### src/rtl/jstk_pkg.sv
// Shared constants and state types for the joystick SPI poller.
package jstk_pkg;

    localparam logic [5:0] CMD_PREFIX = 6'b100000;
    localparam logic [9:0] CENTER     = 10'd512;
    localparam int unsigned NUM_BYTES = 5;

    localparam logic [2:0] BYTE_XL  = 3'd0;
    localparam logic [2:0] BYTE_XH  = 3'd1;
    localparam logic [2:0] BYTE_YL  = 3'd2;
    localparam logic [2:0] BYTE_YH  = 3'd3;
    localparam logic [2:0] BYTE_BTN = 3'(NUM_BYTES - 1);

    typedef enum logic [2:0] {
        StIdle,
        StSetup,
        StXfer,
        StGap,
        StTail,
        StDone
    } jstk_state_e;

    typedef enum logic [1:0] {
        BitIdle,
        BitLow,
        BitHigh
    } bit_state_e;

endpackage

### src/rtl/spi_byte_xfer.sv
// One 8-bit SPI mode-0 exchange: LOW/HIGH half-periods of CLK_DIV cycles each,
// MOSI MSB first, MISO shifted in on the last cycle of each HIGH.
module spi_byte_xfer
    import jstk_pkg::*;
#(
    parameter int unsigned CLK_DIV = 65
) (
    input  logic       clk,
    input  logic       rst,
    input  logic       start_i,
    input  logic [7:0] tx_byte_i,
    input  logic       miso_i,
    output logic       sclk_o,
    output logic       mosi_o,
    output logic       last_o,
    output logic [7:0] rx_byte_o
);
    localparam int unsigned DIV_W = 16;
    localparam logic [DIV_W-1:0] DIV_LAST = DIV_W'(CLK_DIV - 1);

    bit_state_e       st_q, st_d;
    logic [DIV_W-1:0] cnt_q, cnt_d;
    logic [2:0]       bit_q, bit_d;
    logic [7:0]       tx_q, tx_d;
    logic [7:0]       rx_q, rx_d;
    logic             sclk_q, sclk_d;
    logic             mosi_q, mosi_d;
    logic             half_end;

    assign half_end  = (cnt_q == DIV_LAST);
    // Asserted during the final HIGH cycle so the caller can move on without a dead cycle.
    assign last_o    = (st_q == BitHigh) && half_end && (bit_q == 3'd7);
    assign sclk_o    = sclk_q;
    assign mosi_o    = mosi_q;
    assign rx_byte_o = rx_q;

    always_comb begin
        st_d   = st_q;
        cnt_d  = cnt_q + 1'b1;
        bit_d  = bit_q;
        tx_d   = tx_q;
        rx_d   = rx_q;
        sclk_d = sclk_q;
        mosi_d = mosi_q;
        unique case (st_q)
            BitIdle: begin
                cnt_d = '0;
                if (start_i) begin
                    st_d   = BitLow;
                    bit_d  = '0;
                    mosi_d = tx_byte_i[7];
                    tx_d   = {tx_byte_i[6:0], 1'b0};
                end
            end
            BitLow: begin
                if (half_end) begin
                    st_d   = BitHigh;
                    cnt_d  = '0;
                    sclk_d = 1'b1;
                end
            end
            BitHigh: begin
                if (half_end) begin
                    cnt_d  = '0;
                    sclk_d = 1'b0;
                    rx_d   = {rx_q[6:0], miso_i};
                    bit_d  = bit_q + 1'b1;
                    if (bit_q == 3'd7) begin
                        st_d = BitIdle;
                    end else begin
                        st_d   = BitLow;
                        mosi_d = tx_q[7];
                        tx_d   = {tx_q[6:0], 1'b0};
                    end
                end
            end
            default: st_d = BitIdle;
        endcase
    end

    always_ff @(posedge clk) begin
        if (rst) begin
            st_q   <= BitIdle;
            cnt_q  <= '0;
            bit_q  <= '0;
            tx_q   <= '0;
            rx_q   <= '0;
            sclk_q <= 1'b0;
            mosi_q <= 1'b0;
        end else begin
            st_q   <= st_d;
            cnt_q  <= cnt_d;
            bit_q  <= bit_d;
            tx_q   <= tx_d;
            rx_q   <= rx_d;
            sclk_q <= sclk_d;
            mosi_q <= mosi_d;
        end
    end

endmodule

### src/rtl/jstk_spi_reader.sv
// Polls the joystick over SPI every POLL_PERIOD cycles and presents X/Y/buttons
// as registered words with a one-cycle data_valid pulse.
module jstk_spi_reader
    import jstk_pkg::*;
#(
    parameter int unsigned CLK_DIV     = 65,
    parameter int unsigned SS_SETUP    = 975,
    parameter int unsigned BYTE_GAP    = 650,
    parameter int unsigned POLL_PERIOD = 65000
) (
    input  logic       clk,
    input  logic       rst,
    input  logic [1:0] led,
    input  logic       MISO,
    output logic       SS,
    output logic       SCLK,
    output logic       MOSI,
    output logic [9:0] Data_out_X,
    output logic [9:0] Data_out_Y,
    output logic [2:0] buttons,
    output logic       data_valid
);
    localparam int unsigned WAIT_W = 20;
    localparam logic [WAIT_W-1:0] POLL_LAST  = WAIT_W'(POLL_PERIOD - 1);
    // The first LOW half-period is part of the SS-to-first-rise setup time.
    localparam logic [WAIT_W-1:0] SETUP_LAST = WAIT_W'(SS_SETUP - CLK_DIV - 1);
    localparam logic [WAIT_W-1:0] GAP_LAST   = WAIT_W'(BYTE_GAP - 1);
    localparam logic [WAIT_W-1:0] TAIL_LAST  = WAIT_W'(CLK_DIV - 1);

    jstk_state_e       st_q, st_d;
    logic [WAIT_W-1:0] wait_q, wait_d;
    logic [2:0]        byte_q, byte_d;
    logic [7:0]        cmd_q, cmd_d;
    logic              ss_q, ss_d;
    logic [9:0]        raw_x_q, raw_x_d, raw_y_q, raw_y_d;
    logic [9:0]        x_q, x_d, y_q, y_d;
    logic [2:0]        btn_q, btn_d;
    logic              valid_q, valid_d;
    logic              miso_meta_q, miso_sync_q;
    logic              start;
    logic              xfer_last;
    logic [7:0]        rx_byte;
    logic [7:0]        tx_byte;

    assign tx_byte = (st_q == StSetup) ? cmd_q : 8'h00;

    spi_byte_xfer #(
        .CLK_DIV (CLK_DIV)
    ) u_xfer (
        .clk       (clk),
        .rst       (rst),
        .start_i   (start),
        .tx_byte_i (tx_byte),
        .miso_i    (miso_sync_q),
        .sclk_o    (SCLK),
        .mosi_o    (MOSI),
        .last_o    (xfer_last),
        .rx_byte_o (rx_byte)
    );

    always_comb begin
        st_d    = st_q;
        wait_d  = wait_q + 1'b1;
        byte_d  = byte_q;
        cmd_d   = cmd_q;
        ss_d    = ss_q;
        raw_x_d = raw_x_q;
        raw_y_d = raw_y_q;
        x_d     = x_q;
        y_d     = y_q;
        btn_d   = btn_q;
        valid_d = 1'b0;
        start   = 1'b0;
        unique case (st_q)
            StIdle: begin
                if (wait_q == POLL_LAST) begin
                    st_d   = StSetup;
                    wait_d = '0;
                    ss_d   = 1'b0;
                    cmd_d  = {CMD_PREFIX, led};
                    byte_d = BYTE_XL;
                end
            end
            StSetup: begin
                if (wait_q == SETUP_LAST) begin
                    start  = 1'b1;
                    st_d   = StXfer;
                    wait_d = '0;
                end
            end
            StXfer: begin
                wait_d = '0;
                if (xfer_last) begin
                    st_d = (byte_q == BYTE_BTN) ? StTail : StGap;
                end
            end
            StGap: begin
                if (wait_q == GAP_LAST) begin
                    start  = 1'b1;
                    st_d   = StXfer;
                    wait_d = '0;
                    byte_d = byte_q + 1'b1;
                    unique case (byte_q)
                        BYTE_XL: raw_x_d[7:0] = rx_byte;
                        BYTE_XH: raw_x_d[9:8] = rx_byte[1:0];
                        BYTE_YL: raw_y_d[7:0] = rx_byte;
                        BYTE_YH: raw_y_d[9:8] = rx_byte[1:0];
                        default: ;
                    endcase
                end
            end
            StTail: begin
                if (wait_q == TAIL_LAST) begin
                    st_d   = StDone;
                    wait_d = '0;
                    ss_d   = 1'b1;
                end
            end
            StDone: begin
                st_d    = StIdle;
                wait_d  = '0;
                x_d     = raw_x_q;
                y_d     = raw_y_q;
                btn_d   = rx_byte[2:0];
                valid_d = 1'b1;
            end
            default: st_d = StIdle;
        endcase
    end

    always_ff @(posedge clk) begin
        if (rst) begin
            st_q        <= StIdle;
            wait_q      <= '0;
            byte_q      <= '0;
            cmd_q       <= '0;
            ss_q        <= 1'b1;
            raw_x_q     <= CENTER;
            raw_y_q     <= CENTER;
            x_q         <= CENTER;
            y_q         <= CENTER;
            btn_q       <= '0;
            valid_q     <= 1'b0;
            miso_meta_q <= 1'b0;
            miso_sync_q <= 1'b0;
        end else begin
            st_q        <= st_d;
            wait_q      <= wait_d;
            byte_q      <= byte_d;
            cmd_q       <= cmd_d;
            ss_q        <= ss_d;
            raw_x_q     <= raw_x_d;
            raw_y_q     <= raw_y_d;
            x_q         <= x_d;
            y_q         <= y_d;
            btn_q       <= btn_d;
            valid_q     <= valid_d;
            miso_meta_q <= MISO;
            miso_sync_q <= miso_meta_q;
        end
    end

    assign SS         = ss_q;
    assign Data_out_X = x_q;
    assign Data_out_Y = y_q;
    assign buttons    = btn_q;
    assign data_valid = valid_q;

endmodule

### config.mk
export PLATFORM = sky130hd
export DESIGN_NAME = jstk_spi_reader
export DESIGN_NICKNAME = d
export VERILOG_FILES = /design/src/rtl/jstk_pkg.sv /design/src/rtl/spi_byte_xfer.sv /design/src/rtl/jstk_spi_reader.sv
export SDC_FILE = /design/constraint.sdc
export NUM_CORES = 1
export LEC_CHECK = 0
export CAP_MARGIN = 15
export CORE_UTILIZATION = 55
export DETAILED_ROUTE_END_ITERATION = 16
export PLACE_DENSITY = 0.76
export SETUP_SLACK_MARGIN = 0.1
export SYNTH_ARGS = -nofsm -noshare
export SYNTH_HDL_FRONTEND = slang
export SYNTH_SLANG_ARGS = --single-unit
### constraint.sdc
create_clock -name clk -period 2.2 [get_ports clk]
set_input_delay 0.55 -clock clk [delete_from_list [all_inputs] [get_ports clk]]
set_output_delay 0.55 -clock clk [all_outputs]
set_load 0.1 [all_outputs]
# After elaboration in Yosys (flattened, before gate mapping)
# Cells that the tools add are included.
# classes
add_sub_neg,4
eq_ne,26
n_mux,44
n_reduce_logical,24
# op_table
op,n
case mux 20 bit (5 select lines),1
2-to-1 mux 20 bit,4
equality test 20 x 10 -> 1 bit (second input constant),2
2-to-1 mux 8 bit,4
case mux 16 bit (2 select lines),1
2-to-1 mux 3 bit,10
AND reduction 3 bit,9
adder 20 x 1 -> 20 bit (second input constant),1
equality test 20 x 16 -> 1 bit (second input constant),1
equality test 20 x 7 -> 1 bit (second input constant),1
adder 16 x 1 -> 16 bit (second input constant),1
equality test 16 x 7 -> 1 bit (second input constant),1
2-to-1 mux 16 bit,1
case mux 8 bit (2 select lines),1
case mux 3 bit (5 select lines),1
equality test 3 x 2 -> 1 bit (second input constant),4
equality test 3 bit (second input constant),4
case mux 3 bit (2 select lines),2
2-to-1 mux 1 bit,11
!= test 2 bit (second input constant),5
!= test 2 x 1 -> 1 bit (second input constant),4
case mux 1 bit (2 select lines),4
nonzero test 2 bit,4
adder 3 x 1 -> 3 bit (second input constant),2
other kinds (12),19
# word_totals
reg_bits,115
input_bits,5
out_inout_bits,27
wordCells,120

# Depth between registers and ports, before layout
# Gate-level depths: netlist (run 1).
# logic_depth
word_depth,5
mapped_depth,8
depth_no_buf,7

# Hierarchy
# A second synthesis (run 1) with hierarchy kept.
# unflattened
cells_unflattened,588
area_unflattened_um2,5207.5
# modules_own_cells
mod,instances,cells_each,area_per_inst_um2,seq_area_each_um2
jstk_spi_reader,1,367,3250.6,1521.5
spi_byte_xfer,1,221,1956.9,760.7

# Least setup slack after synthesis (run 1)
# OpenSTA, ideal clock, no wires.
# synth_path
path_type,reg-to-reg
start,register u_xfer.cnt_q[0]
end,register u_xfer.cnt_q[12]
setup_ns,0.115
arrival_time_ns,1.908
required_time_ns,2.085
path_slack_ns,0.178
path_stages_with_launch,9
path_buffers,1
period_less_slack_ns,2.022
path_cell_list,dfxtp_1 inv_1 ha_1 or4b_1 nor4_4 a21boi_0 o21bai_2 buf_4 nor2_1
# synth_via
elab_chain_cells,3
word_cells_on_any_way,4
cone_classes,add/sub: 1; eq/ne: 1; mux: 2
# synth_rtl
element,line,source
start: declaration,spi_byte_xfer.sv:22,"logic [DIV_W-1:0] cnt_q, cnt_d;"
start signal: assignment,spi_byte_xfer.sv:92,cnt_q <= cnt_d;
adder 16 x 1 -> 16 bit or equality test 16 x 7 -> 1 bit (tied branches),"spi_byte_xfer.sv:39, spi_byte_xfer.sv:30",
2-to-1 mux 16 bit,"spi_byte_xfer.sv:56, spi_byte_xfer.sv:63",
case mux 16 bit (2 select lines) (*),spi_byte_xfer.sv:45,unique case (st_q)
# Mark *: on every way between the ends. The rest lies on a longest branch, timed or not.
# A chain may end at the register's enable or synchronous reset.

# Final worst setup path (run 1)
# layout_path
start,register wait_q[16]
end,register wait_q[8]
# layout_via
elab_chain_cells,3
word_cells_on_any_way,9
cone_classes,eq/ne: 4; mux: 5
# layout_rtl
element,line,source
start: declaration,jstk_spi_reader.sv:31,"logic [WAIT_W-1:0] wait_q, wait_d;"
start signal: assignment,jstk_spi_reader.sv:148,wait_q <= wait_d;
equality test 20 x 7 -> 1 bit (tied with other cells),jstk_spi_reader.sv:113,if (wait_q == TAIL_LAST) begin
2-to-1 mux 20 bit (on tied branches),-,
case mux 20 bit (5 select lines) (*),jstk_spi_reader.sv:74,unique case (st_q)
# Marked as above.

==> qor.log, run 1 <==
[yosys] number of enable flip-flop cells after synthesis 0
[yosys] cell taking the most area after synthesis dfxtp_1
[sta] slew at the pin with the worst max-slew slack 0.712 ns
[critical_path] start point of the critical path wait_q[16]
[worst_hold_path] path type of the worst min-delay path input pin to flop
[cts] clock-pin slew of the registers on the worst-case setup and hold paths 0.06 ns
[layout] leading cell type in the layout, fill and taps excluded dfxtp_1
[flow_run] max_cap viols 0
[critical_path] Reg-to-Reg Start wait_q[16]
[outcome] outcome complete, no violations
[sta] setup clock skew after layout 0.00864 ns
[sta] TNS Setup 0 ns
[floorplanning] Site Rows 35
[yosys] combinational family with the most area after synthesis simple AND/OR/NAND/NOR gates
[drt] DRC Markers 0
[floorplanning] starting density of the core 0.565
[sta] ratio of final minimum period to clock period 0.941
[yosys] number of distinct library cells after synthesis 69
[sta] number of max-slew violations in the final report 0
[layout] # diodes 0
[drt] average vias per placed instance 5.61
[grt] GR Overflow Total 0
[yosys] predominant post-synthesis flop cell dfxtp_1
[critical_path] type of element capturing the critical path flop
[power] Pleak 2.42 nW
[sta] highest attainable clock frequency 0.483 GHz
[grt] first-pass GRT wire length 18.7 mm
[yosys] FF+latch count, synth 114
[layout] most frequent cells in the layout dfxtp_1 (110), nand2_1 (83), buf_4 (53), nor2_1 (50), a21oi_1 (38)
[power] total power per unit cell area 916 nW/µm²
[grt] global routing usage on met2 0.392
[cts] number of buffers created by CTS 17
[critical_path] Req. time, crit path 2.56 ns
[yosys] Synth Area in Compound Gates 0.129
[sta] worst hold-check slack 0.373 ns
[yosys] share of Yosys cell area claimed by the top area cell type 0.437
[drt] length of the first detailed-routing pass in iterations 4
[critical_path] flop2flop setup slack 0.13 ns
[grt] fraction of met1 tracks used by global routing 0.307
[grt] maximum number of pins on one net before global-route repair 64
[yosys] Mean Syn Cell Area 8.93 µm²
[sta] final number of hold-violating endpoints 0
[grt] Top Usage Layer GRT met2
[power] overall power consumption 5.87 mW
[sta] slew margin rel. 0.524
[critical_path] timing endpoint of the critical path wait_q[8]
[placed_design] port buffer count 31
[sta] setup repair after global routing missed its margin yes
[yosys] Netlist Area Pre-Place 5220 µm²
[yosys] Post-Syn Nets 606
[cts] buffer depth of the longest clock path 2
[cts] Sinks on Clock Net 114
[yosys] area share of fa/ha/maj cells after synthesis 0.0383
[critical_path] RR Endpoint wait_q[8]
[yosys] sequential fraction of the synthesis area 0.437
[yosys] Synth Area in XOR/XNOR 0.0537
[drt] number of DRC violations after detailed-routing iteration 0 233
[drt] Routed WL 11.5 mm
[critical_path] critical path class flop to flop
[floorplanning] Top-Level Pins 32
[drt] number of vias after detailed routing 4339
[grt] grt met3 use 0.0527
[placed_design] Final HPWL DP 7.22 mm
[layout] ratio of cells with drive above 1 in the final layout 0.208
[layout] final design utilization 0.694
[cts] clock latency on the worst-skew pair 0.52 ns
[layout] signed area change from the synthesized netlist to the final layout 22.8%
[sta] final number of setup-violating endpoints 0
[yosys] ranking of synthesized cells by area dfxtp_1 (44%), nand2_1 (6.0%), mux2i_1 (4.8%)
[placed_design] final estimated routing congestion in global placement 0.846
[grt] number of global-route vias before repair 3960
[cts] level count of the clock H-tree 4
[grt] number of antenna violations at the first check in global routing 0
[grt] GRT Total Usage 0.239
[floorplanning] core region area 9240 µm²
[sta] min cycle time layout 2.07 ns
[critical_path] launching element type of the critical path flop
[cts] clock tree from TritonCTS yes
[drt] WL per Instance 14.8 µm
[yosys] share of cell area taken by muxes after synthesis 0.0501
[cts] cell at the root of the clock tree clkbuf_8
[yosys] count of synthesis-stage warnings from yosys 0
[floorplanning] overall die width 99.5 µm
[critical_path] endpoint arrival time on the critical path 2.43 ns
[floorplanning] Die Area 9890 µm²
[yosys] synthesized netlist cell count 585
[critical_path] worst-case reg-to-reg path depth 6
[layout] final-stage net count 653
[power] largest voltage drop on the vdd net 0.702 mV
[yosys] proportion of synthesized flip-flops having asynchronous set or reset 0
[drt] antenna-violating nets left 0
[critical_path] crit-path max FO 4
[yosys] fraction of the mapped netlist area in simple logic gates 0.249
[floorplanning] die height 99.5 µm
## worst min path at each step
stage,startpoint,to,slack [ns],cells past startpoint
2_1_floorplan,miso_meta_q,miso_sync_q,0.41,1
3_3_place_gp,miso_sync_q,u_xfer.rx_byte_o[0],0.42,2
3_5_place_dp,miso_meta_q,miso_sync_q,0.44,1
4_1_cts,rst,cmd_q[0],0.36,2
5_1_grt,rst,cmd_q[0],0.39,2
6_report,rst,cmd_q[0],0.37,2
## logic make-up (layout without fill, tap and decap cells)
group	Yosys count	in the layout
simple gates	250	250
flops	114	114
compound gates	93	93
buf+inv	54	114
xor+xnor	32	32
mux	26	26
fa+ha+maj	16	16
## Yosys cell counts (2+ instances only)
cell type  instances
buf_4              5
xor2_1            17
nand3b_1           9
a311oi_1          20
a21oi_1           41
nand4_1           10
nand2_1           83
nor4b_1            2
ha_1              16
nor3_1            14
o21bai_1           2
dfxtp_1          114
and3_1             7
or2_2              5
nand4_2            2
or3_1              2
nor2_1            50
nand3_1           20
o32ai_1            3
a2bb2oi_2          2
and2_1             4
nor2b_1            3
mux2i_1           25
inv_1             19
clkbuf_1          28
a211o_1            2
and4_1             2
a211oi_1           6
nor4_1             5
xnor2_1           15
nand2b_1          14
## layout make-up
cell class                 count  area, µm²
tap                          129        161
timing repair buffer          63        509
multi-input combinational    417       2800
inverter                      19       71.3
clock buffer                  17        414
sequential                   114       2290
fill                         685       2830
clock inverter                15        168
## worst max-delay path: stages, from the launching register on
cell and delay (ns):
dfxtp_1 0.32, or4_4 0.51, or3_4 0.35, nor3_4 0.21, a2bb2oi_4 0.26, buf_4 0.18, a311oi_1 0.09
## metal layers
layer | vias up | part of all wire
met2 | 139 | 0.49
met5 | - | 0
met1 | 2038 | 0.45
li1 | 2145 | -
met3 | 17 | 0.046
met4 | 0 | 0.015
## metrics by stage
stage,cells,cell area [µm²],setup WS [ns]
after floorplan,585,5220,0.178
after global placement,738,5690,0.143
after detailed placement,738,5690,0.0785
after CTS,770,6300,0.105
after global routing,774,6410,0.0553
final,774,6410,0.129
## sequential cells by signal (all words and copies together), names as in the netlist
signal,flops
byte_q,3
u_xfer.cnt_q,16
Data_out_X,10
SS,1
u_xfer.st_q,2
miso_sync_q,1
wait_q,20
u_xfer.mosi_o,1
miso_meta_q,1
buttons,3
u_xfer.bit_q,3
raw_y_q,10
u_xfer.sclk_o,1
u_xfer.tx_q,7
raw_x_q,10
cmd_q,3
st_q,3
u_xfer.rx_byte_o,8
data_valid,1
Data_out_Y,10
## repair_timing
item / in CTS / in global routing
hold buffers: 0 / 0
buffers inserted: 0 / 2
cloned: 0 / 2
endpoints found under the setup margin: 11 / 65
pin swaps: 0 / 3
gates resized for setup: 4 / 25
## power breakdown
part	leakage, nW	total [mW]	switching [mW]	internal (mW)
Combinational	1.22	1.01	0.592	0.418
Clock	0.281	2.68	1.04	1.64
Sequential	0.921	2.18	0.0601	2.12
Power figures use the tool's default switching activity.
==> run 2, diff against run 1 <==
- CORE_UTILIZATION: 55 -> 50
- PLACE_DENSITY: 0.76 -> 0.7
==> run 2 against run 1 <==
Clock-buffer cell count is the same; critical endpoint is now wait_q[16]; sequential cell count stayed put; largest cell class unchanged; largest power group unchanged; highest routed layer unchanged; global-route usage decreased by 2.1 points; sequential power about the same.
==> qor.log, run 2 (same netlist as run 1, synthesis figures left out) <==
[layout] leading cell type in the layout, fill and taps excluded dfxtp_1
[grt] GR Overflow Total 0 [unchanged]
[floorplanning] starting density of the core 0.525 [-0.0406]
[floorplanning] overall die width 104 µm [+4.8%]
[critical_path] Reg-to-Reg Start wait_q[4]
[power] total power per unit cell area 910 nW/µm² [-0.61%]
[sta] final worst slack 0.0685 ns [-0.0603 ns]
[drt] DRC Markers 0 [unchanged]
[worst_hold_path] path type of the worst min-delay path input pin to flop
[power] largest voltage drop on the vdd net 0.746 mV [+6.3%]
[grt] maximum number of pins on one net before global-route repair 43 [-33%]
[critical_path] endpoint arrival time on the critical path 2.48 ns [+0.05 ns]
[grt] first-pass GRT wire length 19.2 mm [+2.8%]
[layout] filler-free cell count of the finished design 783 [+1.2%]
[critical_path] launching element type of the critical path flop
[layout] flip-flop count of the largest register after layout 20 [unchanged]
[sta] ratio of final minimum period to clock period 0.969 [+0.0274]
[layout] register name with the most flops wait_q
[sta] highest attainable clock frequency 0.469 GHz [-2.8%]
[drt] average vias per placed instance 5.57 [-0.72%]
[layout] Top Registers wait_q (20), u_xfer.cnt_q (16)
[cts] level count of the clock H-tree 4 [unchanged]
[sta] worst hold-check slack 0.356 ns [-0.0169 ns]
[critical_path] slowest stage cell, crit path or4_1
[critical_path] type of element capturing the critical path flop
[cts] clock tree from TritonCTS yes
[placed_design] Post-DP Area 5720 µm² [+0.57%]
[grt] number of antenna violations at the first check in global routing 0 [unchanged]
[drt] Routed WL 11.5 mm [about the same]
[floorplanning] Top-Level Pins 32 [unchanged]
[layout] ratio of cells with drive above 1 in the final layout 0.218 [+0.0107]
[layout] area of the multi-input gates 2850 µm² [+1.8%]
[cts] clock-pin slew of the registers on the worst-case setup and hold paths 0.06 ns [about the same]
[placed_design] port buffer count 31 [unchanged]
[drt] number of vias after detailed routing 4358 [+0.44%]
[cts] cell at the root of the clock tree clkbuf_8
[critical_path] crit-path max FO 10 [+6]
[sta] setup clock skew after layout 0.0125 ns [+0.00384 ns]
[critical_path] family of cells with the greatest summed delay on the critical path simple AND/OR/NAND/NOR gates
[layout] most frequent cells in the layout dfxtp_1 (111), nand2_1 (83), buf_4 (55), nor2_1 (49), a21oi_1 (39)
[critical_path] count of buffer and inverter cells on the critical path 1 [unchanged]
[worst_hold_path] Hold Crit Depth 2 [unchanged]
[layout] Layout fillers 776 [+13%]
[layout] signed area change from the synthesized netlist to the final layout 25.1%
[placed_design] Placed Instances 744 [+0.81%]
[critical_path] critical path class flop to flop
[critical_path] Req. time, crit path 2.55 ns [about the same]
[sta] slew margin rel. 0.533 [+0.00892]
[placed_design] Final HPWL DP 7.29 mm [+1.0%]
[power] Pleak 2.47 nW [+2.0%]
[sta] number of max-slew violations in the final report 0 [unchanged]
[cts] number of buffers created by CTS 17 [unchanged]
[floorplanning] core region area 9950 µm² [+7.7%]
[sta] final number of setup-violating endpoints 0 [unchanged]
[power] overall power consumption 5.95 mW [+1.3%]
[drt] WL per Instance 14.7 µm [-1.1%]
[sta] min cycle time layout 2.13 ns [+0.0603 ns]
[cts] buffer depth of the longest clock path 2 [unchanged]
[critical_path] flop2flop setup slack 0.07 ns [-0.06 ns]
[layout] final-stage net count 658 [+0.77%]
[grt] number of global-route vias before repair 4081 [+3.1%]
[worst_hold_path] hold path endpoint miso_meta_q
[layout] # diodes 0 [unchanged]
[drt] antenna-violating nets left 0 [unchanged]
[sta] setup repair after global routing missed its margin yes
[floorplanning] die height 104 µm [+4.8%]
[worst_hold_path] start point of the worst min-delay path rst
[critical_path] worst stage delay on the critical path 0.56 ns [+0.05 ns]
[outcome] outcome complete, no violations
[layout] final design utilization 0.657 [-0.0375]
[cts] Sinks on Clock Net 114 [unchanged]
[cts] clock latency on the worst-skew pair 0.52 ns [about the same]
[sta] TNS Setup 0 ns [unchanged]
[placed_design] Placement Setup Slack 0.0322 ns [-0.0463 ns]
[layout] FF+latch area 2290 µm² [about the same]
[floorplanning] Die Area 10900 µm² [+9.8%]
[flow_run] max_cap viols 0 [unchanged]
[drt] length of the first detailed-routing pass in iterations 5 [+1]
[cts] number of hold buffers added after cts 0 [unchanged]
[sta] slew at the pin with the worst max-slew slack 0.699 ns [-0.0133 ns]
[grt] GRT Total Usage 0.217 [-0.0213]
[critical_path] RR Endpoint wait_q[16]
[drt] number of DRC violations after detailed-routing iteration 0 201 [-14%]
[placed_design] final estimated routing congestion in global placement 0.856 [+1.2%]
[layout] design area 6540 µm² [+1.9%]
[floorplanning] Site Rows 36 [+2.9%]
[critical_path] worst-case reg-to-reg path depth 6 [unchanged]
[critical_path] Critical Path, Cell by Cell or4_1 > or3_4 > nor3_4 > a2bb2oi_4 > buf_12 > a311oi_1
[sta] final number of hold-violating endpoints 0 [unchanged]
==> run 2: timing repair <==
item                                    4_1_cts  5_1_grt
pin swaps                                     2        6
gates resized for setup                       5       28
cloned                                        0        2
endpoints found under the setup margin       17       63
endpoints found under the hold margin         0        0
setup buffers                                 3        2
==> run 2: worst register-to-register path: cells and delay by family (launching register included) <==
family	cells	cell delay [ns]
and+or+nand+nor	3	1.13
AOI/OAI and AO/OA	2	0.37
DFF	1	0.31
buffers and inverters	1	0.16
==> run 2: area by class of cell <==
type / count / area share
Sequential cell: 114 / 0.350
Timing Repair Buffer: 68 / 0.0878
Clock buffer: 17 / 0.0633
Tap cell: 133 / 0.0255
Inverter: 19 / 0.0109
Multi-Input combinational cell: 417 / 0.437
Clock inverter: 15 / 0.0262
==> run 2: worst max-delay path by stage <==
stage,start,end,slack [ns],depth (start not counted)
after floorplan,u_xfer.cnt_q[0],u_xfer.cnt_q[12],0.18,8
after global placement,u_xfer.cnt_q[0],u_xfer.tx_q[1],0.14,8
after detailed placement,u_xfer.cnt_q[0],u_xfer.tx_q[7],0.03,8
after CTS,wait_q[4],raw_x_q[7],0.09,7
after global routing,wait_q[0],wait_q[16],-0.002,6
final,wait_q[4],wait_q[16],0.07,6
==> run 2: layer usage <==
| metal | share of wire | global-route usage | vias up |
|---|---|---|---|
| met4 | 0.017 | 0.0847 | 0 |
| met2 | 0.47 | 0.346 | 120 |
| met1 | 0.46 | 0.288 | 2046 |
| li1 | - | - | 2170 |
| met3 | 0.047 | 0.0470 | 22 |
| met5 | 0 | 0 | - |
==> run 2: power by group <==
part / internal, mW / switching, mW
Sequential: 2.13 / 0.0553
Clock: 1.64 / 1.06
Combinational: 0.458 / 0.607
Total: 4.23 / 1.72
